$ cat config.mk
export PLATFORM = sky130hd
export DESIGN_NAME = waterfall_sender_axis_stall_monitor
export DESIGN_NICKNAME = d
export VERILOG_FILES = /design/src/rtl/waterfall_deadlock_pkg.sv /design/src/rtl/waterfall_sat_counter.sv /design/src/rtl/waterfall_sender_axis_stall_monitor.sv
export SDC_FILE = /design/constraint.sdc
export NUM_CORES = 1
export LEC_CHECK = 0
export CAP_MARGIN = 20
export CORE_UTILIZATION = 40
export CTS_CLUSTER_DIAMETER = 100
export CTS_CLUSTER_SIZE = 14
export DETAILED_ROUTE_END_ITERATION = 8
export GPL_TIMING_DRIVEN = 0
export PLACE_DENSITY = 0.73
export SETUP_SLACK_MARGIN = 0.02
export SYNTH_ARGS = -nofsm -noshare
export SYNTH_HDL_FRONTEND = slang
export SYNTH_SLANG_ARGS = --single-unit
$ cat constraint.sdc
create_clock -name clock -period 1.51 [get_ports clock]
set_clock_uncertainty 0.2 [all_clocks]
set_input_delay 0.453 -clock clock [delete_from_list [all_inputs] [get_ports clock]]
set_output_delay 0.453 -clock clock [all_outputs]
set_load 0.01 [all_outputs]
$ cat src/rtl/waterfall_deadlock_pkg.sv
// Shared definitions for the waterfall_sender deadlock monitors.
package waterfall_deadlock_pkg;

    // Monitor progression: no stall seen, stall being timed, deadlock declared.
    typedef enum logic [1:0] {
        IDLE    = 2'd0,
        COUNT   = 2'd1,
        BLOCKED = 2'd2
    } monitor_state_e;

    // Stall duration used when a region monitor does not override it.
    localparam int DEFAULT_STALL_CYCLES = 16;

    // True when a cnt_w-bit saturating counter can reach stall_cycles.
    function automatic bit stall_fits(input int cnt_w, input int stall_cycles);
        longint max_val;
        if (cnt_w >= 62) begin
            return 1'b1;
        end
        max_val = (longint'(1) << cnt_w) - 1;
        return (max_val >= longint'(stall_cycles));
    endfunction

endpackage

$ cat src/rtl/waterfall_sat_counter.sv
// Saturating up-counter with synchronous clear and increment enable.
module waterfall_sat_counter #(
    parameter int CNT_W = 8
) (
    input  logic             clock,
    input  logic             reset,
    input  logic             clr,
    input  logic             inc,
    output logic [CNT_W-1:0] count
);

    logic [CNT_W-1:0] count_q;
    logic [CNT_W-1:0] count_d;

    // Clear wins over increment; increment stops at all-ones instead of wrapping.
    always_comb begin
        count_d = count_q;
        if (clr) begin
            count_d = '0;
        end else if (inc && (count_q != {CNT_W{1'b1}})) begin
            count_d = count_q + CNT_W'(1);
        end
    end

    // Count register, asynchronously zeroed.
    always_ff @(posedge clock or posedge reset) begin
        if (reset) begin
            count_q <= '0;
        end else begin
            count_q <= count_d;
        end
    end

    assign count = count_q;

endmodule

$ cat src/rtl/waterfall_sender_axis_stall_monitor.sv
// Deadlock monitor for the waterfall_sender dataflow region: declares a
// deadlock once a stall persists STALL_CYCLES consecutive cycles and
// snapshots which AXIS channels were blocked at that moment.
module waterfall_sender_axis_stall_monitor
    import waterfall_deadlock_pkg::*;
#(
    parameter int NUM_AXIS     = 4,
    parameter int NUM_INST     = 2,
    parameter int STALL_CYCLES = DEFAULT_STALL_CYCLES,
    parameter int CNT_W        = 8,
    parameter int STICKY       = 1
) (
    input  logic                clock,
    input  logic                reset,
    input  logic [NUM_AXIS-1:0] axis_block_sigs,
    input  logic [NUM_INST-1:0] inst_idle_sigs,
    input  logic [NUM_INST-1:0] inst_block_sigs,
    input  logic                clear,
    output logic                block,
    output logic                block_pulse,
    output logic [NUM_AXIS-1:0] blocked_chan,
    output logic [CNT_W-1:0]    stall_count
);

    // Counter value seen on the edge that completes the STALL_CYCLES run.
    localparam logic [CNT_W-1:0] LAST_COUNT = CNT_W'(STALL_CYCLES - 1);

    // Reject configurations that could never detect a deadlock.
    generate
        if (!stall_fits(CNT_W, STALL_CYCLES)) begin : g_bad_cnt_w
            $error("CNT_W too narrow to reach STALL_CYCLES");
        end
        if ((NUM_AXIS < 1) || (NUM_INST < 1) || (STALL_CYCLES < 1)) begin : g_bad_size
            $error("NUM_AXIS, NUM_INST and STALL_CYCLES must all be at least 1");
        end
    endgenerate

    monitor_state_e      state_q;
    monitor_state_e      state_d;
    logic                block_pulse_q;
    logic                block_pulse_d;
    logic [NUM_AXIS-1:0] blocked_chan_q;
    logic [NUM_AXIS-1:0] blocked_chan_d;
    logic                stall_cond;

    // A region where every instance is idle is quiescent, not stalled.
    assign stall_cond = ((|axis_block_sigs) | (|inst_block_sigs)) & ~(&inst_idle_sigs);

    // Consecutive-stall counter; any non-stalled cycle or clear restarts it.
    waterfall_sat_counter #(
        .CNT_W (CNT_W)
    ) u_stall_cnt (
        .clock (clock),
        .reset (reset),
        .clr   (clear | ~stall_cond),
        .inc   (stall_cond),
        .count (stall_count)
    );

    // Next-state, detection pulse and channel snapshot; clear overrides everything.
    always_comb begin
        state_d        = state_q;
        block_pulse_d  = 1'b0;
        blocked_chan_d = '0;

        case (state_q)
            IDLE: begin
                if (stall_cond) begin
                    state_d = (STALL_CYCLES == 1) ? BLOCKED : COUNT;
                end
            end
            COUNT: begin
                if (!stall_cond) begin
                    state_d = IDLE;
                end else if (stall_count == LAST_COUNT) begin
                    state_d = BLOCKED;
                end
            end
            BLOCKED: begin
                if ((STICKY == 0) && !stall_cond) begin
                    state_d = IDLE;
                end
            end
            default: begin
                state_d = IDLE;
            end
        endcase

        if (clear) begin
            state_d = IDLE;
        end

        // Snapshot is taken only on entry and then frozen until leaving BLOCKED.
        if (state_d == BLOCKED) begin
            if (state_q == BLOCKED) begin
                blocked_chan_d = blocked_chan_q;
            end else begin
                blocked_chan_d = axis_block_sigs;
                block_pulse_d  = 1'b1;
            end
        end
    end

    // State and output registers, asynchronously returned to IDLE.
    always_ff @(posedge clock or posedge reset) begin
        if (reset) begin
            state_q        <= IDLE;
            block_pulse_q  <= 1'b0;
            blocked_chan_q <= '0;
        end else begin
            state_q        <= state_d;
            block_pulse_q  <= block_pulse_d;
            blocked_chan_q <= blocked_chan_d;
        end
    end

    assign block        = (state_q == BLOCKED);
    assign block_pulse  = block_pulse_q;
    assign blocked_chan = blocked_chan_q;

endmodule

Word level (Yosys, flattened, before mapping)
Cells that the tools add are included.

Add/sub/neg operators: 1. Equality and inequality tests: 6. Muxes and demuxes: 11. Bitwise logic cells: 5. Reduce and logical (&&, ||, !) cells: 6.

Operators by type and width (number): $mux W8 (2); $add A8 B1 Y8 const B (1); $eq A8 B4 Y1 const B (1); $mux W2 (4); $mux W4 (2); $ne A8 B8 Y1 const B (1); $pmux W2 S3 (1); $eq A2 B2 Y1 const B (2); $reduce_or A4 Y1 (1); $eq A2 B1 Y1 const B (1); $logic_not A2 Y1 (1); $mux W1 (2); $ne A2 B2 Y1 const B (1); $not A1 Y1 (2); $or A1 B1 Y1 (2); $reduce_and A2 Y1 (1); $reduce_bool A2 Y1 (1); $reduce_or A2 Y1 (1); $and A1 B1 Y1 (1); $logic_and A1 B1 Y1 (1).

Register bits: 15. Bits of input ports: 11. Output and inout port bits: 14. Word-level logic and storage cells: 33.

Depth between registers and ports, before layout
Depth in word-level cells: 8. Mapped depth: 4. Depth with buffers taken out: 4.

Hierarchy
Synthesis repeated with hierarchy kept, for this count alone.

Cells, all modules: 77. Area, all modules: 839.6 µm².

Modules (own cells, without submodules): waterfall_sat_counter (times used 1, cells an instance 49, area an instance 504.2 µm², sequential area each 200.2 µm²); waterfall_sender_axis_stall_monitor (times used 1, cells an instance 28, area an instance 335.3 µm², sequential area each 175.2 µm²).

Worst setup path before layout
Ideal clock, no wire load.

Path type: input port to flip-flop. Start point: input axis_block_sigs[0]. End point: register state_q[1]. Library setup time: 132 ps. Arrival: 1479 ps. Required time: 1178 ps. Slack: -301 ps. Stages on the path: 4. Buffers on the path: 1. Path through: or4_4 > o31ai_4 > buf_6 > o31ai_2.

Longest elaborated chain between the ends: 6. Elaborated cells on any way between the ends: 7. Those cells by class: mux (4); bitwise (2); reduce/logical (1).

RTL lines: from (decl) (line waterfall_sender_axis_stall_monitor.sv:15) `input logic [NUM_AXIS-1:0] axis_block_sigs,`; $reduce_or A4 Y1 * (line waterfall_sender_axis_stall_monitor.sv:47) `assign stall_cond = ((|axis_block_sigs) | (|inst_block_sigs)) & ~(&inst_idle_sigs);`; $or A1 B1 Y1 * (line waterfall_sender_axis_stall_monitor.sv:47); $and A1 B1 Y1 * (line waterfall_sender_axis_stall_monitor.sv:47); $mux W2, on equally long branches (line waterfall_sender_axis_stall_monitor.sv:73, waterfall_sender_axis_stall_monitor.sv:68); $pmux W2 S3 * (line waterfall_sender_axis_stall_monitor.sv:66) `case (state_q)`; $mux W2 * (line waterfall_sender_axis_stall_monitor.sv:89) `if (clear) begin`; via state_d[1] (line waterfall_sender_axis_stall_monitor.sv:39) `monitor_state_e state_d;`; to (signal assigned) (line waterfall_sender_axis_stall_monitor.sv:111) `state_q <= state_d;`; to (decl) (line waterfall_sender_axis_stall_monitor.sv:38) `monitor_state_e state_q;`.

The timed path passes the listed nets; every way through them passes the cells marked *. A chain may end at the register's enable or synchronous reset.

Final worst setup path
Start point: input axis_block_sigs[1]. End point: register blocked_chan_q[0] (netlist: blocked_chan[0]).

Longest elaborated chain between the ends: 8. Elaborated cells on any way between the ends: 10. Those cells by class: eq/ne (2); mux (5); bitwise (2); reduce/logical (1).

RTL lines: $reduce_or A4 Y1 * (line waterfall_sender_axis_stall_monitor.sv:47); $or A1 B1 Y1 * (line waterfall_sender_axis_stall_monitor.sv:47); $and A1 B1 Y1 * (line waterfall_sender_axis_stall_monitor.sv:47); $mux W2, on equally long branches (line waterfall_sender_axis_stall_monitor.sv:73, waterfall_sender_axis_stall_monitor.sv:68); $pmux W2 S3 * (line waterfall_sender_axis_stall_monitor.sv:66); $mux W2 * (line waterfall_sender_axis_stall_monitor.sv:89); $eq A2 B2 Y1 * (line waterfall_sender_axis_stall_monitor.sv:94) `if (state_d == BLOCKED) begin`; $ne A2 B2 Y1 (no source line) or $mux W4 (tied branches); to (signal assigned) (line waterfall_sender_axis_stall_monitor.sv:113) `blocked_chan_q <= blocked_chan_d;`; to (decl) (line waterfall_sender_axis_stall_monitor.sv:42) `logic [NUM_AXIS-1:0] blocked_chan_q;`.

Every way passes the cells marked *; elsewhere a longest branch is shown, timed or not.

==> results_dict.tcl <==
set metrics [dict create \
    outcome "complete, but fails checks" \
    violations "setup timing" \
    critPathLaunch "axis_block_sigs[1]" \
    grt_usage_pct 22.8 \
    worst_slack_ps -148 \
    slew_headroom_pct 62.2 \
    switching_share_pct 26.2 \
    ios 25 \
    area_growth_pct 73.8 \
    dieWidth_um 46.4 \
    cts_tree "done" \
    cp_max_fo 4 \
    grt_pass1_wl_mm 3.26 \
    synthFlopType "dfrtp_1" \
    synth_nets 90 \
    synth-seq-cells 15 \
    rows 15 \
    synth-edff-count 0 \
    multi_input_area_um2 517 \
    crit_path_end_kind "register" \
    finalCritPeriodShare_pct 110 \
    gp_congestion 0.831 \
    num_antenna_cells 0 \
    core-area_mm2 0.00178 \
    pwr-share-clk_pct 30.7 \
    max_freq_ghz 0.603 \
    synth_cells 78 \
    ys_seq_area_share_pct 47.7 \
    grt_pass1_vias 707 \
    hold_path.class "in2reg" \
    dp_hpwl_mm 1.31 \
    num_vias 822 \
    fin_tns_setup_ps -2310 \
    worstSetupPathType "in2reg" \
    path_clk_slew_ps 100 \
    cts-htree-levels 1 \
    wl_per_cell_um 15.8 \
    finalNetCount 138 \
    antenna_found_initial 0 \
    startpoint_type "input port" \
    fin_crit_ps 1660 \
    routed-wl-met2_mm 1.27 \
    fillers 126 \
    power_per_cell_area_mw_per_mm2 561 \
    p_int_mw 0.567 \
    drc 0 \
    synth_warnings 0 \
    cts.path.max_buffers 2 \
    final_hold_viol_count 0 \
    first_pass_iters 4 \
    reg2reg_depth 6 \
    cts.sinks 15 \
    synthArstFlopShare_pct 100 \
    peakVddDrop_uv 542 \
    dr.max_layer_used "met4" \
    cts_root_buffer "clkbuf_4" \
    layout_commonest_cell "buf_4" \
    crit_end "blocked_chan[0]" \
    viasPerCell 5.48 \
    register_area_um2 382 \
    rr_startpoint "u_stall_cnt.count[0]" \
    synth_area_per_cell_um2 10.1 \
    clk_latency_ps 280 \
    start_util_pct 44.1 \
    r2r_slack_ps -130 \
    p_seq_share_pct 54.0 \
    r2r_end "state_q[1]" \
    tightest_slew_ps 566 \
    drtIter0Drc 7 \
    drt-met1-wl_um 981 \
    ant_nets 0 \
    arrival_ps 1630 \
    drive_gt1_share_pct 60.0 \
    numPortBuffers 24 \
    syn_area_um2 787 \
    leakage_nw 0.636 \
    place_area_mm2 0.00106 \
    cts-buffers-inserted 3 \
    postLayoutCellArea_mm2 0.00137 \
    mostFrequentLayoutCells "buf_4, buf_2, buf_6" \
    rsz0062_at_grt "true" \
    total_power_mw 0.768 \
    dp_cells 127 \
    maxCapViolCount 0 \
    holdBufCountCts 0 \
    grt_max_degree 16 \
    synth.distinct_cells 31 \
    dr_wl_met3_um 81 \
    required_ps 1490 \
    grt_overflow 0 \
    finalSetupViolCount 19 \
    maxSlewViolCount 0 \
    fin_hold_ws_ps 211 \
    fp.dieH_um 46.4 \
    die_area_mm2 0.00215 \
    p_comb_share_pct 15.4 \
    routed_wl_mm 2.38 \
    final_cells 150 \
    switchingPower_mw 0.201 \
]
cell families after synthesis:
kind of cell | Yosys count | share of synthesized area, %
muxes | 1 | 1.27
and+or+nand+nor | 33 | 25.1
buffers and inverters | 10 | 5.72
AOI/OAI and AO/OA | 18 | 18.6
adders and majority gates | 1 | 1.59
DFF | 15 | 47.7
cell usage after synthesis (3+ instances only):
cell      n  area share (%)
inv_1     7             3.3
a21oi_1   3             1.9
o41ai_1   4             4.5
nor3b_1   4             3.8
nor2_1    3             1.4
nand2_1   5             2.4
nand4_1   3             2.4
dfrtp_1  15              48
nor3_1    6             3.8
area by class of cell:
cell class | count | area share, %
multi-input cells | 53 | 37.8
plain buffers | 2 | 1.19
inverters | 7 | 1.92
well taps | 25 | 2.29
clock inverters | 1 | 0.366
repair buffers | 44 | 26.9
clock buffers | 3 | 1.65
flip-flops and latches | 15 | 27.9
metrics by stage:
step                      utilization, %  setup slack [ps]
after floorplan                        -              -296
after global placement              59.4              -831
after detailed placement            59.4              -859
after CTS                           67.5              -193
after global routing                76.7              -190
final                               76.7              -148
routing by layer:
layer,up-vias,global-route usage [%]
li1,391,-
met1,397,27.7
met2,30,38.1
met3,4,3.53
met4,0,12.4
met5,-,0
sequential cells by signal, indices dropped and copies added (netlist names):
| name | count |
|---|---|
| blocked_chan | 4 |
| state_q | 2 |
| block_pulse | 1 |
| u_stall_cnt.count | 8 |
worst max-delay path, stage by stage:
cell     delay, ps
buf_6           90
or4_4          550
o31ai_4        280
buf_6          180
o41ai_4         70
how the worst min path moves through the flow:
stage / from / endpoint / slack [ps] / cells after the start
floorplan: reset / block_pulse / 150 / 1
global placement: blocked_chan[2] / blocked_chan[2] / 270 / 2
detailed placement: blocked_chan[3] / blocked_chan[3] / 270 / 2
CTS: axis_block_sigs[0] / blocked_chan[0] / 210 / 3
global route: axis_block_sigs[1] / blocked_chan[1] / 200 / 3
finish: axis_block_sigs[2] / blocked_chan[2] / 210 / 3
power groups by stage:
stage	combinational [mW]	sequential (mW)	clock, mW
6_report	0.118	0.414	0.236
5_1_grt	0.128	0.416	0.258
4_1_cts	0.107	0.415	0.236
3_5_place_dp	0.0841	0.424	0
3_3_place_gp	0.0814	0.423	0
2_1_floorplan	0.0335	0.424	0
what timing repair did:
action | in CTS | in global routing
setup buffers | 11 | 8
cloned | 1 | 0
endpoints found under the setup margin | 29 | 27
pin swaps | 13 | 15
resized for setup | 97 | 23
Power figures use the tool's default switching activity.
